==> config.mk <==
export PLATFORM = sky130hd
export DESIGN_NAME = fp_multadd_pipe
export DESIGN_NICKNAME = d
export VERILOG_FILES = /design/src/rtl/cx_types_pkg.sv /design/src/rtl/fp_round_sat.sv /design/src/rtl/fp_multadd_pipe.sv
export SDC_FILE = /design/constraint.sdc
export NUM_CORES = 1
export LEC_CHECK = 0
export ABC_CLOCK_PERIOD_IN_PS = 5470
export BUFFER_PORTS_ARGS = -buffer_cell sky130_fd_sc_hd__clkbuf_2
export CAP_MARGIN = 15
export CELL_PAD_IN_SITES_DETAIL_PLACEMENT = 1
export CELL_PAD_IN_SITES_GLOBAL_PLACEMENT = 1
export CORE_UTILIZATION = 50
export DETAILED_ROUTE_END_ITERATION = 8
export GPL_TIMING_DRIVEN = 0
export PLACE_DENSITY_LB_ADDON = 0.15
export SKIP_CTS_REPAIR_TIMING = 1
export SLEW_MARGIN = 15
export SYNTH_ARGS = -nofsm -noshare
export SYNTH_HDL_FRONTEND = slang
export SYNTH_HIERARCHICAL = 1
export SYNTH_SLANG_ARGS = --single-unit
export TNS_END_PERCENT = 1
==> constraint.sdc <==
create_clock -name clk -period 5.47 [get_ports clk]
set_input_delay 0.2735 -clock clk [delete_from_list [all_inputs] [get_ports clk]]
set_output_delay 0.2735 -clock clk [all_outputs]
set_load 0.005 [all_outputs]
==> src/rtl/cx_types_pkg.sv <==
// ---------------------------------------------------------------------------
// cx_types_pkg
// Shared constants and helpers for the fixed-point datapath blocks.
//   ROUND_TRUNC / ROUND_HALF_UP : selectors for the output rounding mode
//   fp_sum_width()              : width of an aligned product+addend sum
// ---------------------------------------------------------------------------
package cx_types_pkg;

   localparam int ROUND_TRUNC   = 0;
   localparam int ROUND_HALF_UP = 1;

   // One guard bit on top of the wider of the product and the aligned
   // addend, so that the add or subtract itself can never overflow.
   function automatic int fp_sum_width(input int p, input int cw, input int sh);
      return ((p > (cw + sh)) ? p : (cw + sh)) + 1;
   endfunction

endpackage

==> src/rtl/fp_round_sat.sv <==
// ---------------------------------------------------------------------------
// fp_round_sat
// Combinational precision reduction of a signed sum: drops K fractional
// bits (floor or round-half-up), then saturates or wraps into DW bits.
//   sum        in  IW  signed input value
//   dout_next  out DW  reduced, range-limited result
//   ovf_event  out 1   result did not fit in DW signed bits
// ---------------------------------------------------------------------------
module fp_round_sat
   import cx_types_pkg::*;
#(
   parameter int IW         = 33,
   parameter int K          = 15,
   parameter int DW         = 18,
   parameter int ROUND_MODE = ROUND_TRUNC,
   parameter int SAT        = 1
) (
   input  logic [IW-1:0] sum,
   output logic [DW-1:0] dout_next,
   output logic          ovf_event
);

   // One extra bit so the rounding bias cannot overflow the sum.
   localparam int RW = IW + 1;
   // Range-check width, covering an output that is wider than the sum.
   localparam int XW = (RW > DW) ? RW : DW;

   localparam logic [DW-1:0] MIN_VAL = {1'b1, {(DW-1){1'b0}}};
   localparam logic [DW-1:0] MAX_VAL = {1'b0, {(DW-1){1'b1}}};

   logic signed [RW-1:0] sum_ext;
   logic signed [RW-1:0] biased;
   logic signed [RW-1:0] rounded;
   logic signed [XW-1:0] wide;
   logic [XW-DW:0]       upper;
   logic                 out_of_range;

   assign sum_ext = {sum[IW-1], sum};

   // Half-up adds half an output LSB before flooring; with nothing to
   // drop (K = 0) both modes are the identity.
   if ((ROUND_MODE == ROUND_HALF_UP) && (K > 0)) begin : g_half_up
      localparam logic [RW-1:0] HALF = RW'(1) << (K - 1);
      assign biased = sum_ext + $signed(HALF);
   end else begin : g_trunc
      assign biased = sum_ext;
   end

   assign rounded = biased >>> K;
   assign wide    = XW'(rounded);

   // The value fits when every bit from the output sign bit upward is a
   // copy of the same sign.
   assign upper        = wide[XW-1:DW-1];
   assign out_of_range = !((&upper) || (~|upper));

   // Clamp towards the sign of the true result when saturating; otherwise
   // simply keep the low bits (two's complement wrap).
   always_comb begin
      dout_next = wide[DW-1:0];
      ovf_event = out_of_range;
      if ((SAT != 0) && out_of_range) begin
         dout_next = wide[XW-1] ? MIN_VAL : MAX_VAL;
      end
   end

endmodule

==> src/rtl/fp_multadd_pipe.sv <==
// ---------------------------------------------------------------------------
// fp_multadd_pipe
// Pipelined fixed-point dout = a*b + c (or a*b - c) with automatic binary
// point alignment, configurable rounding, saturation or wrap, and a
// valid/ready handshake that stalls the whole pipeline on backpressure.
// Latency from an accepted input to dout_valid is MULT_LAT+2 cycles.
//   clk, rst    clock, asynchronous active-high reset
//   in_valid    in   input sample valid
//   in_ready    out  sample accepted this cycle when in_valid is high
//   a, b, c     in   signed operands (AW/AF, BW/BF, CW/CF)
//   sub         in   1 = a*b - c, 0 = a*b + c
//   dout_valid  out  result valid
//   dout_ready  in   downstream accepts the result
//   dout        out  signed result (DW/DF)
//   ovf         out  sticky flag: some result saturated or wrapped
//   clr_ovf     in   synchronous clear of ovf (a same-cycle set wins)
// ---------------------------------------------------------------------------
module fp_multadd_pipe
   import cx_types_pkg::*;
#(
   parameter int AW         = 16,
   parameter int AF         = 15,
   parameter int BW         = 16,
   parameter int BF         = 15,
   parameter int CW         = 16,
   parameter int CF         = 15,
   parameter int DW         = 18,
   parameter int DF         = 15,
   parameter int MULT_LAT   = 2,
   parameter int ROUND_MODE = ROUND_TRUNC,
   parameter int SAT        = 1
) (
   input  logic          clk,
   input  logic          rst,
   input  logic          in_valid,
   output logic          in_ready,
   input  logic [AW-1:0] a,
   input  logic [BW-1:0] b,
   input  logic [CW-1:0] c,
   input  logic          sub,
   output logic          dout_valid,
   input  logic          dout_ready,
   output logic [DW-1:0] dout,
   output logic          ovf,
   input  logic          clr_ovf
);

   localparam int P  = AW + BW;
   localparam int PF = AF + BF;
   localparam int SH = PF - CF;
   localparam int SW = fp_sum_width(P, CW, SH);
   localparam int K  = PF - DF;

   if (CF > AF + BF) begin : g_bad_cf
      $fatal(1, "fp_multadd_pipe: CF must not exceed AF+BF");
   end
   if (DF > AF + BF) begin : g_bad_df
      $fatal(1, "fp_multadd_pipe: DF must not exceed AF+BF");
   end
   if (MULT_LAT < 1) begin : g_bad_lat
      $fatal(1, "fp_multadd_pipe: MULT_LAT must be at least 1");
   end

   logic              en;
   logic [P-1:0]      a_ext;
   logic [P-1:0]      b_ext;

   logic [P-1:0]      prod_q  [1:MULT_LAT];
   logic [CW-1:0]     c_q     [1:MULT_LAT];
   logic              sub_q   [1:MULT_LAT];
   logic              valid_q [1:MULT_LAT];

   logic signed [SW-1:0] prod_al;
   logic signed [SW-1:0] c_al;
   logic signed [SW-1:0] sum_d;
   logic signed [SW-1:0] sum_q;
   logic                 sum_valid_q;

   logic [DW-1:0]        dout_next;
   logic                 ovf_event;

   // The whole pipeline moves together: it may advance whenever the output
   // register is empty or is being drained this cycle.
   assign en       = !dout_valid || dout_ready;
   assign in_ready = en;

   // Sign-extend both operands to the full product width so that the low
   // P bits of the multiply are the exact signed product.
   assign a_ext = {{BW{a[AW-1]}}, a};
   assign b_ext = {{AW{b[BW-1]}}, b};

   // Multiplier register chain. The addend and operation select travel
   // alongside the product so they meet it at the adder stage.
   always_ff @(posedge clk or posedge rst) begin
      if (rst) begin
         for (int i = 1; i <= MULT_LAT; i++) begin
            prod_q[i]  <= '0;
            c_q[i]     <= '0;
            sub_q[i]   <= 1'b0;
            valid_q[i] <= 1'b0;
         end
      end else if (en) begin
         prod_q[1]  <= a_ext * b_ext;
         c_q[1]     <= c;
         sub_q[1]   <= sub;
         valid_q[1] <= in_valid;
         for (int i = 2; i <= MULT_LAT; i++) begin
            prod_q[i]  <= prod_q[i-1];
            c_q[i]     <= c_q[i-1];
            sub_q[i]   <= sub_q[i-1];
            valid_q[i] <= valid_q[i-1];
         end
      end
   end

   // Bring the addend onto the product's binary point, both sign-extended
   // to the guarded sum width.
   assign prod_al = $signed({{(SW-P){prod_q[MULT_LAT][P-1]}}, prod_q[MULT_LAT]});
   assign c_al    = $signed({{(SW-CW){c_q[MULT_LAT][CW-1]}}, c_q[MULT_LAT]}) <<< SH;
   assign sum_d   = sub_q[MULT_LAT] ? (prod_al - c_al) : (prod_al + c_al);

   // Adder stage register.
   always_ff @(posedge clk or posedge rst) begin
      if (rst) begin
         sum_q       <= '0;
         sum_valid_q <= 1'b0;
      end else if (en) begin
         sum_q       <= sum_d;
         sum_valid_q <= valid_q[MULT_LAT];
      end
   end

   fp_round_sat #(
      .IW         (SW),
      .K          (K),
      .DW         (DW),
      .ROUND_MODE (ROUND_MODE),
      .SAT        (SAT)
   ) u_round_sat (
      .sum       (sum_q),
      .dout_next (dout_next),
      .ovf_event (ovf_event)
   );

   // Output register. It only loads when the pipeline advances, so a
   // stalled result stays put until downstream takes it.
   always_ff @(posedge clk or posedge rst) begin
      if (rst) begin
         dout       <= '0;
         dout_valid <= 1'b0;
      end else if (en) begin
         dout       <= dout_next;
         dout_valid <= sum_valid_q;
      end
   end

   // Sticky overflow flag. A real sample overflowing in the same cycle as
   // a clear request keeps the flag set so the event is never lost.
   always_ff @(posedge clk or posedge rst) begin
      if (rst) begin
         ovf <= 1'b0;
      end else if (en && sum_valid_q && ovf_event) begin
         ovf <= 1'b1;
      end else if (clr_ovf) begin
         ovf <= 1'b0;
      end
   end

endmodule

==> results of run 1 <==
==> layout by cell type (no fill, tap or decap), types with 4 or more instances in the layout <==
master / count
nand2b_1: 13
o31ai_1: 5
nor2_1: 62
clkbuf_2: 59
nor3_1: 13
buf_1: 4
a21oi_2: 5
buf_4: 30
o21ai_0: 21
nand3_1: 14
buf_2: 4
a21oi_1: 47
nand2_1: 366
buf_8: 5
a21o_1: 13
buf_6: 15
ha_4: 8
or3_1: 6
inv_1: 316
and2_1: 114
xor2_1: 10
clkbuf_16: 11
xnor2_1: 41
clkbuf_1: 32
o21a_1: 10
ha_1: 91
clkbuf_4: 15
a31oi_1: 4
fa_1: 260
inv_2: 6
dfrtp_1: 109
==> worst paths after layout <==
| kind | startpoint | to | slack (ns) | cells after the start |
|---|---|---|---|---|
| min reg2reg | dout[13] | dout[13] | 0.47 | 2 |
| min in group asynchronous | rst | dout[1] | 0.53 | 3 |
| max reg2reg | sub_q[0] | sum_q[26] | 1.55 | 11 |
| max | b[13] | prod_q[60] | -0.27 | 20 |
| min | clr_ovf | ovf | 0.10 | 2 |
| max in group asynchronous | rst | sum_q[29] | 4.28 | 4 |
==> critical path, stage by stage <==
cell and delay (ns):
clkbuf_2 0.16, clkbuf_2 0.26, and2_1 0.22, fa_1 0.56
fa_1 0.46, fa_1 0.50, fa_1 0.53, fa_1 0.49
inv_1 0.05, fa_1 0.47, inv_1 0.06, ha_4 0.24
and3_4 0.21, and2_4 0.16, a221oi_4 0.26, or2_4 0.19
o211ai_2 0.14, o21a_1 0.23, or3_1 0.31, a31o_1 0.20
==> routing by layer <==
metal	wire length, µm	part of all wire	track usage	vias to the layer above
met3	1664	0.041	0.03636	73
met1	17640	0.43	0.3693	5928
met5	0	0	0	-
met4	1166	0.029	0.08225	0
li1	-	-	-	5248
met2	20150	0.50	0.4861	248
==> registers in the layout, summed over array words and instances, names as in the netlist <==
name / count
dout_valid: 1
sub_q: 2
c_al: 16
valid_q: 2
dout: 18
sum_valid_q: 1
sum_q: 18
ovf: 1
prod_al: 17
c_q: 16
prod_q: 17
==> stage by stage <==
step | hold WS [ns] | TNS [ns] | setup WS, ns | std cells | instance area [µm²]
after floorplan | 0.3807 | -0.08669 | -0.04560 | 1691 | 15240
after global placement | 0.4496 | -10.82 | -0.9270 | 2155 | 16100
after detailed placement | 0.3716 | -13.52 | -1.169 | 2156 | 16130
after CTS | -0.005592 | -7.764 | -0.7977 | 2172 | 16420
after global routing | 0.09867 | -3.666 | -0.4080 | 2181 | 16760
final | 0.1012 | -1.241 | -0.2748 | 2181 | 16760
==> final cells by class <==
type                       instances  area, µm²  area share
sequential                       109       2728      0.1627
clock inverter                     5      45.04    0.002687
tap                              390      488.0     0.02911
timing repair buffer              84      505.5     0.03016
buffer                            83      610.6     0.03643
clock buffer                      11      242.7     0.01448
multi-input combinational       1174      10910      0.6510
inverter                         324       1225     0.07308
timing repair inverter             1      5.005   0.0002986
==> impl_metrics.toml, run 1 <==
[critical_path]
arrival_ns = 5.99
cp_max_fo = 10
cp-start-kind = "primary input"
cp.required_ns = 5.72
path_class = "primary input to flop"
endpoint_kind = "flop"

[cts]
clkLatencyLatePin_ns = 0.35
cts_tree = "yes"
clk_path_buf_depth = 2
cts_sinks = 109
cts-root-buf = "clkbuf_16"
h-tree-depth = 3
path_clk_slew_ns = 0.07
cts_made_buffers = 9

[routing]
antenna_left = 0
drc = 2
drtPass1Iterations = 7
dr.first_iter.drc_count = 692
avgViaCountPerCell = 5.271
vias = 11500
drt_wl_total_mm = 40.62
wl_per_cell_um = 18.62

[timing]
rsz0062_at_grt = "yes"
hold_viol = 0
max_slew_margin = 0.4510
fin_skew_ns = 0.01045
layout_min_cycle_time_ns = 5.745
finalSetupViolations = 10
worst_slew_pin_slew_ns = 0.8234
worst_slack_ns = -0.2748
fin_crit_sh = 1.050
maxSlewViolCount = 0
max_freq_ghz = 0.1741

[grt]
antenna_found_initial = 2
grt_pass1_wl_mm = 66.31
grt_overflow = 0
gr-usage-all-layers = 0.2811
grt_pass1_vias = 13050
grt_max_degree = 60

[layout]
nets = 2203
diodes = 0
syn_to_final_growth_pct = 11.48
final_layout_size_suffix_gt1_frac = 0.1111
n_fill_cell = 3502
fin_util = 0.5655

[job]
drv_cap = 0

[outcome]
violations = "DRC, setup timing"
status = "finished, violations left"

[logic_synthesis]
synth_nets = 2108
syn_area_mm2 = 0.01504
yosysWarnings = 6
postSynthCellCount = 1691
avgSynthCellArea_um2 = 8.892

[place]
portBuffers = 74
gp_congestion = 0.8954
dp_hpwl_mm = 34.05

[floorplanning]
num_rows = 63
die_area_mm2 = 0.03077
coreArea_mm2 = 0.02964
fp.dieH_um = 175.4
ios = 75
die_x_um = 175.4
initial_core_util = 0.5073

[min_path]
min_path_type = "primary input to flop"
Power of run 1 is not shown: default switching activity piles up to over one toggle a cycle in this logic, so the estimate is an artifact.
==> inputs of run 2 (changes only) <==
Settings changed: ABC_CLOCK_PERIOD_IN_PS 5470 to not set, MAX_ROUTING_LAYER set to met4.
==> impl_metrics.toml, run 2 (same netlist as run 1, synthesis figures left out) <==
[outcome]
status = "finished, violations left"
violations = "DRC, setup timing"

[layout]
final_layout_size_suffix_gt1_frac = 0.1517
design_area_mm2 = 0.01755
nets = 2251
top_regs = "dout (18), sum_q (18)"
layout_commonest_cell = "nand2_1"
mostFrequentLayoutCells = "nand2_1, inv_1, fa_1, and2_1, dfrtp_1"
diodes = 0
final_cells = 2229
syn_to_final_growth_pct = 16.69

[cts]
cts_tree = "yes"
clk_path_buf_depth = 2
cts-root-buf = "clkbuf_16"
path_clk_slew_ns = 0.07
cts_sinks = 109
clkLatencyLatePin_ns = 0.36
h-tree-depth = 3
cts_made_buffers = 9

[timing]
max_slew_margin = 0.5172
fin_skew_ns = 0.007769
layout_min_cycle_time_ns = 5.827
maxSlewViolCount = 0
worst_slew_pin_slew_ns = 0.7242
worst_slack_ns = -0.3574
fin_crit_sh = 1.065
finalSetupViolations = 12
hold_viol = 0
max_freq_ghz = 0.1716
rsz0062_at_grt = "yes"
finalSetupTns_ns = -2.204

[critical_path]
cp_max_fo = 8
crit_path_start = "b[15]"
reg2reg_slack_ns = 1.45
cp-start-kind = "primary input"
cpMostUsedCell = "fa_1"
crit_chain = "buf_6, clkinvlp_4, buf_4, nor2_2, fa_1, fa_2, fa_2, fa_1, fa_1, inv_1, fa_1, inv_1, ha_4, and4_4, nand4_1, or4_4, o2111ai_4, a21oi_2, xnor2_1, mux2_4"
path_class = "primary input to flop"
max_stage_delay_ns = 0.64
critical_path.top_delay_family = "adder cells"
arrival_ns = 6.08
crit_buf_inv = 5
slowest_stage = "or4_4"
cp.required_ns = 5.72
endpoint_kind = "flop"
reg2reg_from = "sub_q[0]"

[routing]
vias = 11980
drc = 2
drt_wl_total_mm = 44.97
dr.first_iter.drc_count = 673
avgViaCountPerCell = 5.374
antenna_left = 0
drtPass1Iterations = 7
wl_per_cell_um = 20.18

[min_path]
min_path_type = "primary input to flop"
min-delay-start = "clr_ovf"

[floorplanning]
initial_core_util = 0.5073
fp.dieH_um = 175.4
ios = 75
num_rows = 63
die_x_um = 175.4
coreArea_mm2 = 0.02964
die_area_mm2 = 0.03077

[place]
dp_slack_ns = -1.146
place_inst = 2156
placed_area_mm2 = 0.01613
dp_hpwl_mm = 34.65
portBuffers = 74
gp_congestion = 0.9139

[grt]
grt_pass1_wl_mm = 66.09
antenna_found_initial = 1
grt_max_degree = 64
grt_overflow = 0
grt_pass1_vias = 12850
gr-usage-all-layers = 0.2902

[job]
drv_cap = 0
-- run 2: cell types whose count changed in the layout (fill, tap and decap cells not counted), moves of 5 or more --
cell and change:
and2_1 -5, and2_4 +5, buf_12 +5, buf_4 +46
buf_6 +7, buf_8 +18, clkbuf_2 -13, clkbuf_4 -13
fa_1 -9, fa_2 +9, inv_1 -9, inv_2 +8
-- run 2: layer usage --
| metal | vias to the layer above | track usage | part of all wire |
|---|---|---|---|
| li1 | 5336 | - | - |
| met1 | 6207 | 0.3678 | 0.42 |
| met2 | 324 | 0.4906 | 0.50 |
| met3 | 111 | 0.03636 | 0.044 |
| met4 | 0 | 0.07935 | 0.035 |
| met5 | - | - | 0 |
-- run 2: worst paths after layout --
path,end,cells past startpoint
max,prod_q[58],20
min,ovf,2
max reg2reg,sum_q[26],11
min reg2reg,c_q[17],2
max in group asynchronous,prod_q[56],4
min in group asynchronous,dout[5],3
-- run 2: final cells by class --
class / instances / area [µm²]
buffer: 83 / 718.2
clock buffer: 11 / 242.7
clock inverter: 5 / 45.04
fill: 3441 / 12090
inverter: 324 / 1227
multi-input combinational: 1174 / 11050
sequential: 109 / 2728
tap: 390 / 488.0
timing repair buffer: 133 / 1046
-- run 2: metrics by stage --
step	utilization	hold slack (ns)
finish	0.5920	0.09460
global route	0.5920	0.1070
CTS	0.5539	-0.05608
detailed placement	0.5442	0.3286
global placement	0.5431	0.4494
floorplan	-	0.3807
Power of run 2 is left out for the same reason.
==> inputs of run 3 (changes only) <==
Settings changed: SETUP_SLACK_MARGIN set to 0.3.
==> impl_metrics.toml, run 3 (same netlist as run 1, synthesis figures left out) <==
[outcome]
status = "finished, violations left"
violations = "DRC, setup timing"

[critical_path]
crit_chain = "buf_6, buf_8, nand2_1, fa_1, inv_1, fa_2, fa_2, fa_1, fa_1, inv_1, fa_1, inv_1, ha_4, and4_4, nand4_1, or4_4, o2111ai_4, a21oi_2, xnor2_1, mux2_4"
arrival_ns = 6.05
path_class = "primary input to flop"
cp_max_fo = 10
max_stage_delay_ns = 0.64
critical_path.top_delay_family = "adder cells"
cpMostUsedCell = "fa_1"
crit_buf_inv = 5
endpoint_kind = "flop"
cp.required_ns = 5.71
slowest_stage = "or4_4"
cp-start-kind = "primary input"

[timing]
max_slew_margin = 0.5082
hold_viol = 0
maxSlewViolCount = 0
worst_slack_ns = -0.3380
rsz0062_at_grt = "yes"
worst_slew_pin_slew_ns = 0.7378
max_freq_ghz = 0.1722
fin_crit_sh = 1.062
layout_min_cycle_time_ns = 5.808
fin_skew_ns = 0.009537
finalSetupViolations = 10

[layout]
nets = 2253
design_area_mm2 = 0.01753
mostFrequentLayoutCells = "nand2_1, inv_1, fa_1, and2_1, dfrtp_1"
diodes = 0
syn_to_final_growth_pct = 16.61
final_layout_size_suffix_gt1_frac = 0.1499
top_regs = "dout (18), sum_q (18)"
layout_commonest_cell = "nand2_1"
fin_util = 0.5916

[min_path]
min_path_type = "primary input to flop"

[place]
placed_area_mm2 = 0.01613
gp_congestion = 0.9139
portBuffers = 74
dp_hpwl_mm = 34.65

[grt]
gr-usage-all-layers = 0.2902
grt_pass1_wl_mm = 66.09
grt_max_degree = 64
grt_pass1_vias = 12850
antenna_found_initial = 1
grt_overflow = 0

[floorplanning]
coreArea_mm2 = 0.02964
num_rows = 63
ios = 75
fp.dieH_um = 175.4
die_area_mm2 = 0.03077
die_x_um = 175.4
initial_core_util = 0.5073

[cts]
clkLatencyLatePin_ns = 0.36
cts_tree = "yes"
cts_made_buffers = 9
clk_path_buf_depth = 2
path_clk_slew_ns = 0.08
cts_sinks = 109
cts-root-buf = "clkbuf_16"
h-tree-depth = 3

[routing]
avgViaCountPerCell = 5.351
vias = 11940
wl_per_cell_um = 19.82
drt_wl_total_mm = 44.21
drc = 2
dr.first_iter.drc_count = 549
antenna_left = 0
drtPass1Iterations = 7

[job]
drv_cap = 0
run 3: metal layers:
| layer | wire (µm) | track usage | vias to the layer above |
|---|---|---|---|
| met5 | 0 | - | - |
| met4 | 1316 | 0.07935 | 0 |
| met3 | 1868 | 0.03636 | 93 |
| met2 | 22470 | 0.4906 | 301 |
| met1 | 18550 | 0.3678 | 6198 |
| li1 | - | - | 5345 |
run 3: final cells by class:
type | instances | area (µm²)
clock inverters | 5 | 45.04
well taps | 390 | 488.0
inverters | 324 | 1227
flip-flops and latches | 109 | 2728
plain buffers | 84 | 723.2
repair buffers | 134 | 1062
multi-input cells | 1174 | 11020
fillers | 3448 | 12110
clock buffers | 11 | 242.7
run 3: stage by stage:
| step | TNS [ns] | std cells | worst slack (ns) | hold slack (ns) |
|---|---|---|---|---|
| 6_report | -1.882 | 2231 | -0.3380 | 0.09574 |
| 3_5_place_dp | -13.50 | 2156 | -1.146 | 0.3286 |
| 4_1_cts | -7.828 | 2172 | -0.7748 | -0.05608 |
| 3_3_place_gp | -10.69 | 2155 | -0.9251 | 0.4494 |
| 2_1_floorplan | -0.08669 | 1691 | -0.04560 | 0.3807 |
| 5_1_grt | -3.876 | 2231 | -0.4336 | 0.1079 |
run 3: path summary, 6_finish.rpt:
path,startpoint,endpoint,slack [ns],depth (start not counted)
setup / recovery,b[10],prod_q[58],-0.34,20
hold / removal,clr_ovf,ovf,0.1,2
max in group asynchronous,rst,c_al[27],4.31,4
hold reg to reg,dout[13],dout[13],0.47,2
min in group asynchronous,rst,dout[5],0.47,3
setup reg to reg,sub_q[0],sum_q[26],1.48,11
Power of run 3 is left out for the same reason.
